$ cat config.mk
export PLATFORM = sky130hd
export DESIGN_NAME = fetch_unit
export DESIGN_NICKNAME = d
export VERILOG_FILES = /design/src/rtl/avr_pkg.sv /design/src/rtl/inst_len_dec.sv /design/src/rtl/fetch_unit.sv
export SDC_FILE = /design/constraint.sdc
export NUM_CORES = 1
export LEC_CHECK = 0
export CAP_MARGIN = 20
export CORE_ASPECT_RATIO = 0.8
export CORE_MARGIN = 8
export CORE_UTILIZATION = 48
export DETAILED_ROUTE_END_ITERATION = 12
export PLACE_DENSITY_LB_ADDON = 0.15
export SYNTH_ARGS = -nofsm -noshare
export SYNTH_HDL_FRONTEND = slang
export SYNTH_SLANG_ARGS = --single-unit
$ cat constraint.sdc
create_clock -name clk_if -period 2.5 [get_ports clk_if]
set_input_delay 0.25 -clock clk_if [delete_from_list [all_inputs] [get_ports clk_if]]
set_output_delay 0.25 -clock clk_if [all_outputs]
set_load 0.1 [all_outputs]
$ cat src/rtl/avr_pkg.sv
// Shared AVR core constants: word widths, two-word opcode masks and fetch state encodings.
package avr_pkg;

  localparam int unsigned size_inst = 16;
  localparam int unsigned size_fm   = 8;

  localparam logic [size_inst-1:0] LDS_STS_MASK   = 16'hFC0F;
  localparam logic [size_inst-1:0] LDS_STS_MATCH  = 16'h9000;
  localparam logic [size_inst-1:0] JMP_CALL_MASK  = 16'hFE0C;
  localparam logic [size_inst-1:0] JMP_CALL_MATCH = 16'h940C;

  typedef enum logic {
    FETCH1 = 1'b0,
    FETCH2 = 1'b1
  } fetch_state_e;

endpackage

$ cat src/rtl/inst_len_dec.sv
// Combinational predecode: flags opcodes that carry a second instruction word.
module inst_len_dec
  import avr_pkg::*;
(
  input  logic [size_inst-1:0] inst,
  output logic                 two_word_c
);

  always_comb begin
    two_word_c = ((inst & LDS_STS_MASK) == LDS_STS_MATCH) ||
                 ((inst & JMP_CALL_MASK) == JMP_CALL_MATCH);
  end

endmodule

$ cat src/rtl/fetch_unit.sv
// Instruction fetch: owns the PC, assembles one/two-word instructions and offers them
// to the decoder over a valid/ready handshake; execute redirects flush the fetch.
module fetch_unit
  import avr_pkg::*;
#(
  parameter logic [size_fm-1:0] RESET_VEC = 8'h00
) (
  input  logic                 clk_if,
  input  logic                 rst_if,
  input  logic                 en_if,
  output logic [size_fm-1:0]   Pc_adress,
  input  logic [size_inst-1:0] In_inst,
  output logic                 Inst_valid,
  input  logic                 Inst_ready,
  output logic [size_inst-1:0] Inst_word0,
  output logic [size_inst-1:0] Inst_word1,
  output logic                 Inst_two,
  output logic [size_fm-1:0]   Pc_cur,
  input  logic                 Br_take,
  input  logic [size_fm-1:0]   Br_target
);

  fetch_state_e         state_q, state_d;
  logic [size_fm-1:0]   pc_q, pc_d;
  logic [size_fm-1:0]   pc_cur_q, pc_cur_d;
  logic [size_inst-1:0] word0_q, word0_d;
  logic [size_inst-1:0] word1_q, word1_d;
  logic                 valid_q, valid_d;
  logic                 two_q, two_d;
  logic                 two_word_c;
  logic                 advance_c;

  inst_len_dec u_len_dec (
    .inst       (In_inst),
    .two_word_c (two_word_c)
  );

  assign advance_c = en_if & (~valid_q | Inst_ready);

  always_ff @(posedge clk_if or negedge rst_if) begin
    if (!rst_if) begin
      state_q  <= FETCH1;
      pc_q     <= RESET_VEC;
      pc_cur_q <= '0;
      word0_q  <= '0;
      word1_q  <= '0;
      valid_q  <= 1'b0;
      two_q    <= 1'b0;
    end else begin
      state_q  <= state_d;
      pc_q     <= pc_d;
      pc_cur_q <= pc_cur_d;
      word0_q  <= word0_d;
      word1_q  <= word1_d;
      valid_q  <= valid_d;
      two_q    <= two_d;
    end
  end

  // Next-state: a redirect overrides everything; otherwise walk FETCH1/FETCH2.
  always_comb begin
    state_d  = state_q;
    pc_d     = pc_q;
    pc_cur_d = pc_cur_q;
    word0_d  = word0_q;
    word1_d  = word1_q;
    valid_d  = valid_q;
    two_d    = two_q;
    if (en_if && Br_take) begin
      pc_d    = Br_target;
      valid_d = 1'b0;
      state_d = FETCH1;
    end else begin
      unique case (state_q)
        FETCH1: begin
          if (advance_c) begin
            word0_d  = In_inst;
            pc_cur_d = pc_q;
            pc_d     = pc_q + size_fm'(1);
            two_d    = 1'b0;
            word1_d  = '0;
            if (two_word_c) begin
              state_d = FETCH2;
              valid_d = 1'b0;
            end else begin
              valid_d = 1'b1;
            end
          end
        end
        FETCH2: begin
          if (en_if) begin
            word1_d = In_inst;
            pc_d    = pc_q + size_fm'(1);
            valid_d = 1'b1;
            two_d   = 1'b1;
            state_d = FETCH1;
          end
        end
        default: state_d = FETCH1;
      endcase
    end
  end

  assign Pc_adress  = pc_q;
  assign Pc_cur     = pc_cur_q;
  assign Inst_word0 = word0_q;
  assign Inst_word1 = word1_q;
  assign Inst_valid = valid_q;
  assign Inst_two   = two_q;

endmodule
; ---- After elaboration in Yosys (flattened, before gate mapping)
; Index checks and enable logic that the tools add are counted.
[word_totals]
reg_bits = 51
output_inout_bits = 50
word_cells = 43
[op_classes]
add_sub_neg = 1
n_eq_ne = 6
n_mux = 19
bitwise_logic = 5
n_reduce_logical = 5
[op_table]
columns = cell, count
row1 = 16-bit 2-to-1 mux, 2
row2 = 16-bit one-hot mux with 2 select lines, 1
row3 = 8-bit 2-to-1 mux, 3
row4 = 8-bit one-hot mux with 2 select lines, 1
row5 = "10-bit equality test, second input constant", 1
row6 = "9-bit equality test, second input constant", 1
row7 = 1-bit 2-to-1 mux, 9
row8 = "8-bit by 1-bit adder with 8-bit output, second input constant", 1
row9 = 1-bit one-hot mux with 2 select lines, 3
row10 = 3-bit AND reduction, 2
row11 = "2-bit != test, second input constant", 2
row12 = "3-bit by 2-bit != test with 1-bit output, second input constant", 1
row13 = "3-bit != test, second input constant", 1
row14 = 1-bit NOT, 3
row15 = 2-bit AND reduction, 1
row16 = 1-bit AND, 1
row17 = 1-bit logical AND, 1
row18 = 1-bit logical OR, 1
row19 = 1-bit bitwise OR, 1

; ---- Depth between registers and ports, before layout
; Gate-level depths: netlist of run 1.
[depth]
ltp_word = 6
depth_mapped = 6
mapped_depth_nobuf = 5

; ---- Modules after synthesis
; From an unflattened synthesis of run 1, not the netlist that was laid out.
[hier_totals]
hier_cells = 194
hier_area_um2 = 2260.9
[by_module_without_submodules]
columns = mod, instances, cells_each, area_each_um2, seq_area_each_um2
row1 = fetch_unit, 1, 189, 2224.6, 1276.2
row2 = inst_len_dec, 1, 5, 36.3, 0.0

; ---- Worst setup path after synthesis of run 1
; Ideal clock, no wire load.
[synth_path]
kind = flip-flop to flip-flop
from = register valid_q (netlist: Inst_valid)
to = register pc_q[1] (netlist: Pc_adress[1])
setup_time_ns = 0.083
arrival_ns = 2.126
path_slack_ns = 0.291
stages_incl_launch_ff = 7
n_path_buf = 2
period_less_slack_ns = 2.209
cell_sequence = dfrtp_1 -> or3b_2 -> buf_2 -> and2_0 -> clkbuf_1 -> mux2i_1 -> o21ai_0
[synth_between]
elab_chain_cells = 5
[synth_lines]
columns = item, line
row1 = from (decl), fetch_unit.sv:28  ; logic valid_q, valid_d;
row2 = from (signal assigned), fetch_unit.sv:55  ; valid_q <= valid_d;
row3 = 1-bit NOT, fetch_unit.sv:38  ; assign advance_c = en_if & (~valid_q | Inst_ready);
row4 = 1-bit bitwise OR, fetch_unit.sv:38
row5 = 1-bit AND, fetch_unit.sv:38
row6 = 3-bit != test (no line), -
row7 = 2-bit AND reduction (no line), -
row8 = to (signal assigned), fetch_unit.sv:51  ; pc_q <= pc_d;
row9 = to (decl), fetch_unit.sv:24  ; logic [size_fm-1:0] pc_q, pc_d;
; No other way between the ends.
; A chain may end at the register's enable or synchronous reset.

; ---- Final worst setup path of run 1
[layout_path]
from = register valid_q (netlist: Inst_valid)
to = register word0_q[5] (netlist: Inst_word0[5])
[layout_between]
elab_chain_cells = 4
[layout_lines]
columns = item, line
row1 = 1-bit NOT, fetch_unit.sv:38
row2 = 1-bit bitwise OR, fetch_unit.sv:38
row3 = 1-bit AND, fetch_unit.sv:38
row4 = 3-bit AND reduction (no line), -
row5 = to (signal assigned), fetch_unit.sv:53  ; word0_q <= word0_d;
row6 = to (decl), fetch_unit.sv:26  ; logic [size_inst-1:0] word0_q, word0_d;
; No other way between the ends.

==> impl_results.md, run 1 <==
- Status: complete, no violations
- Worst IR Drop VDD: 0.689 mV
- Worst min path class: in -> async
- Chip height: 76.5 µm
- Hold slack: 0.266 ns
- Syn nets: 195
- Int Power: 1.67 mW
- Root Buffer: clkbuf_8
- Pleak: 1.48 nW
- Gr usage total: 15.8%
- Post-Layout Cell Count: 311
- Port buffer count: 78
- Nets: 280
- Grt total ovfl: 0
- Reg clk slew, reported paths: 0.09 ns
- Die area: 0.00702 mm²
- Reg power frac: 32.9%
- P per Cell Area: 1070 mW/mm²
- Crit-path leading delay family: simple AND/OR/NAND/NOR gates
- Yosys top cell area share: 58.1%
- Site row count: 22
- Worst path max stage delay: 0.49 ns
- Setup CP Type: reg -> reg
- Cts hold-fix bufs: 1
- N_diodes: 0
- CTS tree: yes
- Post-synth EDFFs: 0
- Startpoint Class: flip-flop
- #FFs+latches synth: 51
- Routed Antenna Nets: 0
- Clock insertion delay at the later pin of the skew report: 0.30 ns
- Number of placed I/O pins: 79
- Storage element area: 0.00128 mm²
- Chip Width: 91.7 µm
- Switching pwr: 1.61 mW
- Max Fclk: 0.571 GHz
- Worst path buffer plus inverter count: 1
- Placed cell areas: 0.00292 mm²
- Cells after Synth: 165
- Final wirelength: 5470 µm
- Vias per cell: 5.26
- Final WS setup: 0.748 ns
- Drt drc: 0
- Switch share: 49.0%
- Worst EP required: 2.69 ns
- Commonest non-fill, non-tap cells in the layout: 56 x buf_4, 51 x dfrtp_1, 27 x clkdlybuf4s50_1
- CP arrival: 1.94 ns
- Most common cell after layout, fill and taps aside: buf_4
- Initial core utilization: 49.0%
- First-pass GRT wire length: 9070 µm
- Dpl ws: 0.389 ns
- Sequential area share after synthesis: 58.1%
- Critical Path, Cell by Cell: nor2b_1, or3_1, buf_4, mux2_4
- Synth Area per Inst: 13.3 µm²
- Max-cap violations: 0
- CP endpoint kind: flip-flop
- Gate power share: 48.9%
- DP Wirelength: 4090 µm
- Area Overhead vs Synth: 39.2%
- Drt first pass iters: 4
- Setup TNS: 0 ns
- Core Util, Final: 68.2%
- Gp weighted congestion: 0.820
- CTS resizes: 0
- Core footprint: 0.00449 mm²
- Vias in the first global route: 1735
- Async SR Flop Fraction: 100%
- Area occupied by multi-input gates: 858 µm²
- Number of CTS-inserted buffers: 5
- Final Critical Period: 1.75 ns
- Final setup vio count: 0
- Largest net degree at the start of global routing: 26
- YS warnings: 0
- Setup repair after global routing missed its margin: false
- Final Cell Area: 0.00306 mm²
- H-Tree Level Count: 2
- Clk sinks: 51
- Share of cells above drive strength 1: 36.7%
- Maximum clock insertion buffer count: 2
- Final Power: 3.28 mW
- Initial antenna violation count: 0
- Synth Cell Area: 0.00220 mm²
- WL/cell: 17.6 µm
- Fin. max-slew vios: 0
- Slew headroom: 72.1%
- Routed vias: 1636
- DRT iter0 DRCs: 62
- Layout fillers: 354
- Post-CTS setup repair buffer count: 0
- Final clock skew: 0.00467 ns
- Main synth FF type: dfrtp_1
- Slowest cell on the critical path: or3_1
- Placed insts: 301
- Final Hold Vio Count: 0
- Synth unique cells: 40
- Clock power share: 18.1%
- Measured slew at the worst slew-check pin: 0.413 ns
- Period utilization: 70.1%
- CP Max Fanout: 11
- Area leader, netlist: dfrtp_1
- Top post-synthesis cells by area: dfrtp_1 58%, mux2_4 12%, a22o_1 6.4%
-- cells in the mapped netlist (all sizes together) (2+ instances only) --
cell and instances:
a22o 16, a31oi 2, dfrtp 51, clkbuf 3, nor2 5, nor2b 4
inv 4, nand3 4, and2 3, nand2 10, o21ai 8, nand2b 2
buf 5, o32a 2, mux2 23, a21oi 3, nand4b 2
-- state kept, by name, summed over array words and instances (netlist names) --
signal	cells
Inst_word0	16
state_q	1
Pc_cur	8
Inst_valid	1
Pc_adress	8
Inst_word1	16
Inst_two	1
-- worst paths after layout --
path	start	endpoint	cells past startpoint	slack (ns)
min in group clk_if	Inst_two$_DFFE_PN0P_	Inst_two$_DFFE_PN0P_	1	0.49
max in group asynchronous	rst_if	Inst_word1[9]$_DFFE_PN0P_	3	1.74
max reg2reg	Inst_valid$_DFFE_PN0P_	Inst_word0[5]$_DFFE_PN0P_	4	0.75
min	rst_if	Inst_word0[2]$_DFFE_PN0P_	2	0.27
max	Inst_valid$_DFFE_PN0P_	Inst_word0[5]$_DFFE_PN0P_	4	0.75
min reg2reg	Inst_two$_DFFE_PN0P_	Inst_two$_DFFE_PN0P_	1	0.49
-- per-layer routing --
metal | share of wire (%) | up-vias | global-route usage, %
met2 | 46 | 51 | 23.6
met3 | 6.7 | 4 | 4.92
met4 | 0.69 | 0 | 4.08
li1 | - | 775 | -
met5 | 0 | - | 0
met1 | 47 | 806 | 21.6
-- power groups by stage --
stage               clock network (mW)  registers [mW]  logic [mW]
floorplan                            0            2.07       0.258
global placement                     0            1.09        1.60
detailed placement                   0            1.10        1.61
CTS                              0.596            1.08        1.62
global route                     0.636            1.10        1.66
finish                           0.595            1.08        1.61
-- kinds of logic (layout without fill, tap and decap cells) --
| kind of cell | count (synthesis) | after routing | synth area share, % |
|---|---|---|---|
| adders and majority gates | 1 | 1 | 0.569 |
| AOI/OAI and AO/OA | 37 | 37 | 12.8 |
| DFF | 51 | 51 | 58.1 |
| muxes | 24 | 24 | 15.3 |
| buffers and inverters | 12 | 98 | 2.90 |
| xor gates and xnor gates | 2 | 2 | 0.797 |
| and+or+nand+nor | 38 | 38 | 9.56 |
-- cell type report --
| type | instances | share of cell area (%) |
|---|---|---|
| tap | 60 | 2.45 |
| multi-input combinational | 102 | 28.1 |
| timing repair buffer | 86 | 23.4 |
| sequential | 51 | 41.7 |
| clock inverter | 2 | 1.15 |
| clock buffer | 6 | 2.70 |
| inverter | 4 | 0.491 |
Power figures use the tool's default switching activity.
==> run 2, diff against run 1 <==
--- a/config.mk
+++ b/config.mk
@@ -8,7 +8,7 @@
 export CAP_MARGIN = 20
 export CORE_ASPECT_RATIO = 0.8
 export CORE_MARGIN = 8
-export CORE_UTILIZATION = 48
+export CORE_UTILIZATION = 44
 export DETAILED_ROUTE_END_ITERATION = 12
 export PLACE_DENSITY_LB_ADDON = 0.15
 export SYNTH_ARGS = -nofsm -noshare
==> constraint.sdc (replaced) <==
create_clock -name clk_if -period 1.7 [get_ports clk_if]
set_input_delay 0.17 -clock clk_if [delete_from_list [all_inputs] [get_ports clk_if]]
set_output_delay 0.17 -clock clk_if [all_outputs]
set_load 0.1 [all_outputs]
==> impl_results.md, run 2 (synthesis results as in run 1) <==
- Initial core utilization: 44.7%
- Gr usage total: 15.8%
- Max Fclk: 0.611 GHz
- Vias in the first global route: 1794
- Clock insertion delay at the later pin of the skew report: 0.30 ns
- CTS tree: yes
- N_diodes: 0
- Largest net degree at the start of global routing: 52
- Routed Antenna Nets: 0
- Initial antenna violation count: 0
- First-pass GRT wire length: 9210 µm
- Worst IR Drop VDD: 1.10 mV
- Final Cell Area: 0.00333 mm²
- Nets: 287
- Final setup vio count: 0
- Routed vias: 1679
- Cts hold-fix bufs: 1
- Worst min path class: in -> async
- Drt drc: 0
- Vias per cell: 5.25
- Area Overhead vs Synth: 51.6%
- DRT iter0 DRCs: 76
- Chip Width: 95.0 µm
- Setup repair after global routing missed its margin: false
- Setup TNS: 0 ns
- Site row count: 23
- Reg clk slew, reported paths: 0.09 ns
- Routed wl met3: 411 µm
- CP arrival: 1.83 ns
- Placed cell areas: 0.00323 mm²
- Root Buffer: clkbuf_8
- Final Hold Vio Count: 0
- CTS resizes: 0
- Final clock skew: 0.00491 ns
- Period utilization: 96.3%
- Setup CP Type: reg -> reg
- Met1 WL: 2570 µm
- Storage element area: 0.00129 mm²
- Maximum clock insertion buffer count: 2
- Area occupied by multi-input gates: 868 µm²
- Max-cap violations: 0
- WL/cell: 17.9 µm
- Clk sinks: 51
- Core footprint: 0.00492 mm²
- Worst EP required: 1.89 ns
- Measured slew at the worst slew-check pin: 0.358 ns
- Chip height: 79.2 µm
- Share of cells above drive strength 1: 40.7%
- Commonest non-fill, non-tap cells in the layout: 46 x buf_4, 45 x dfrtp_1, 27 x clkdlybuf4s50_1
- Post-CTS setup repair buffer count: 0
- H-Tree Level Count: 2
- Final Critical Period: 1.64 ns
- Most common cell after layout, fill and taps aside: buf_4
- Slew headroom: 75.8%
- Die area: 0.00753 mm²
- Fin. max-slew vios: 0
- R2r setup slk: 0.06 ns
- Status: complete, no violations
- Gp weighted congestion: 0.833
- Pleak: 1.58 nW
- Number of placed I/O pins: 79
- CP endpoint kind: flip-flop
- Number of CTS-inserted buffers: 5
- Top routing layer used: met4
- Met2 wire length: 2710 µm
- Grt total ovfl: 0
- Startpoint Class: flip-flop
- Layout fillers: 358
- P per Cell Area: 1480 mW/mm²
- Drt first pass iters: 4
- Port buffer count: 78
- CP Max Fanout: 20
- Final wirelength: 5720 µm
- DP Wirelength: 4250 µm
-- run 2: cell types whose count changed in the layout (fill, tap and decap cells not counted), sizes merged --
cell    before  now
buf         58   65
bufinv       1    0
clkbuf       6    7
-- run 2: area by class of cell --
type                    instances  share of cell area [%]
multi-input cells             102                    26.1
clock buffers                   7                    2.59
flip-flops and latches         51                    38.6
repair buffers                 93                    29.7
well taps                      62                    2.33
clock inverters                 1                   0.263
inverters                       4                   0.450
-- run 2: per-stage QoR --
stage	worst slack (ns)	total power [mW]	std cells	utilization (%)	hold WS [ns]
6_report	0.0625	4.93	320	67.7	0.385
5_1_grt	0.00783	5.11	320	67.7	0.406
4_1_cts	0.0585	4.98	320	67.7	0.395
3_5_place_dp	-0.182	4.24	311	65.6	0.178
3_3_place_gp	-0.124	4.20	311	65.6	0.177
2_1_floorplan	-0.0904	3.44	165	-	-0.126
-- run 2: metal layers --
layer / global-route usage [%] / up-vias
met3: 4.90 / 4
met2: 23.8 / 49
li1: - / 787
met4: 5.60 / 0
met5: 0 / -
met1: 20.8 / 839
-- run 2: path summary, 6_finish.rpt --
check / from / end / cells after the start
setup / recovery: Inst_valid$_DFFE_PN0P_ / Inst_word0[13]$_DFFE_PN0P_ / 4
hold / removal: rst_if / Inst_word0[9]$_DFFE_PN0P_ / 3
setup reg to reg: Inst_valid$_DFFE_PN0P_ / Inst_word0[13]$_DFFE_PN0P_ / 4
hold reg to reg: Inst_two$_DFFE_PN0P_ / Inst_two$_DFFE_PN0P_ / 1
max in group asynchronous: rst_if / Pc_adress[4]$_DFFE_PN0P_ / 3
min in group clk_if: Br_target[0] / Pc_adress[0]$_DFFE_PN0P_ / 3
-- run 2: power by group --
| group | switching [mW] | leakage (nW) | internal, mW | total [mW] |
|---|---|---|---|---|
| Sequential | 0.218 | 0.632 | 1.42 | 1.64 |
| Clock | 0.388 | 0.0484 | 0.334 | 0.722 |
| Combinational | 1.80 | 0.896 | 0.764 | 2.57 |
| Total | 2.41 | 1.58 | 2.52 | 4.93 |
-- run 2: worst max-delay path, stage by stage (launching register included) --
cell and delay [ns]:
dfrtp_4 0.52, nor2b_4 0.14, or3_1 0.37, buf_12 0.20
mux2_4 0.31
==> run 3, diff against run 2 <==
--- a/config.mk
+++ b/config.mk
@@ -11,6 +11,7 @@
 export CORE_UTILIZATION = 44
 export DETAILED_ROUTE_END_ITERATION = 12
 export PLACE_DENSITY_LB_ADDON = 0.15
+export SLEW_MARGIN = 5
 export SYNTH_ARGS = -nofsm -noshare
 export SYNTH_HDL_FRONTEND = slang
 export SYNTH_SLANG_ARGS = --single-unit
==> results of run 3 <==
The final DEF is identical to that of run 2; final timing and power are the same.
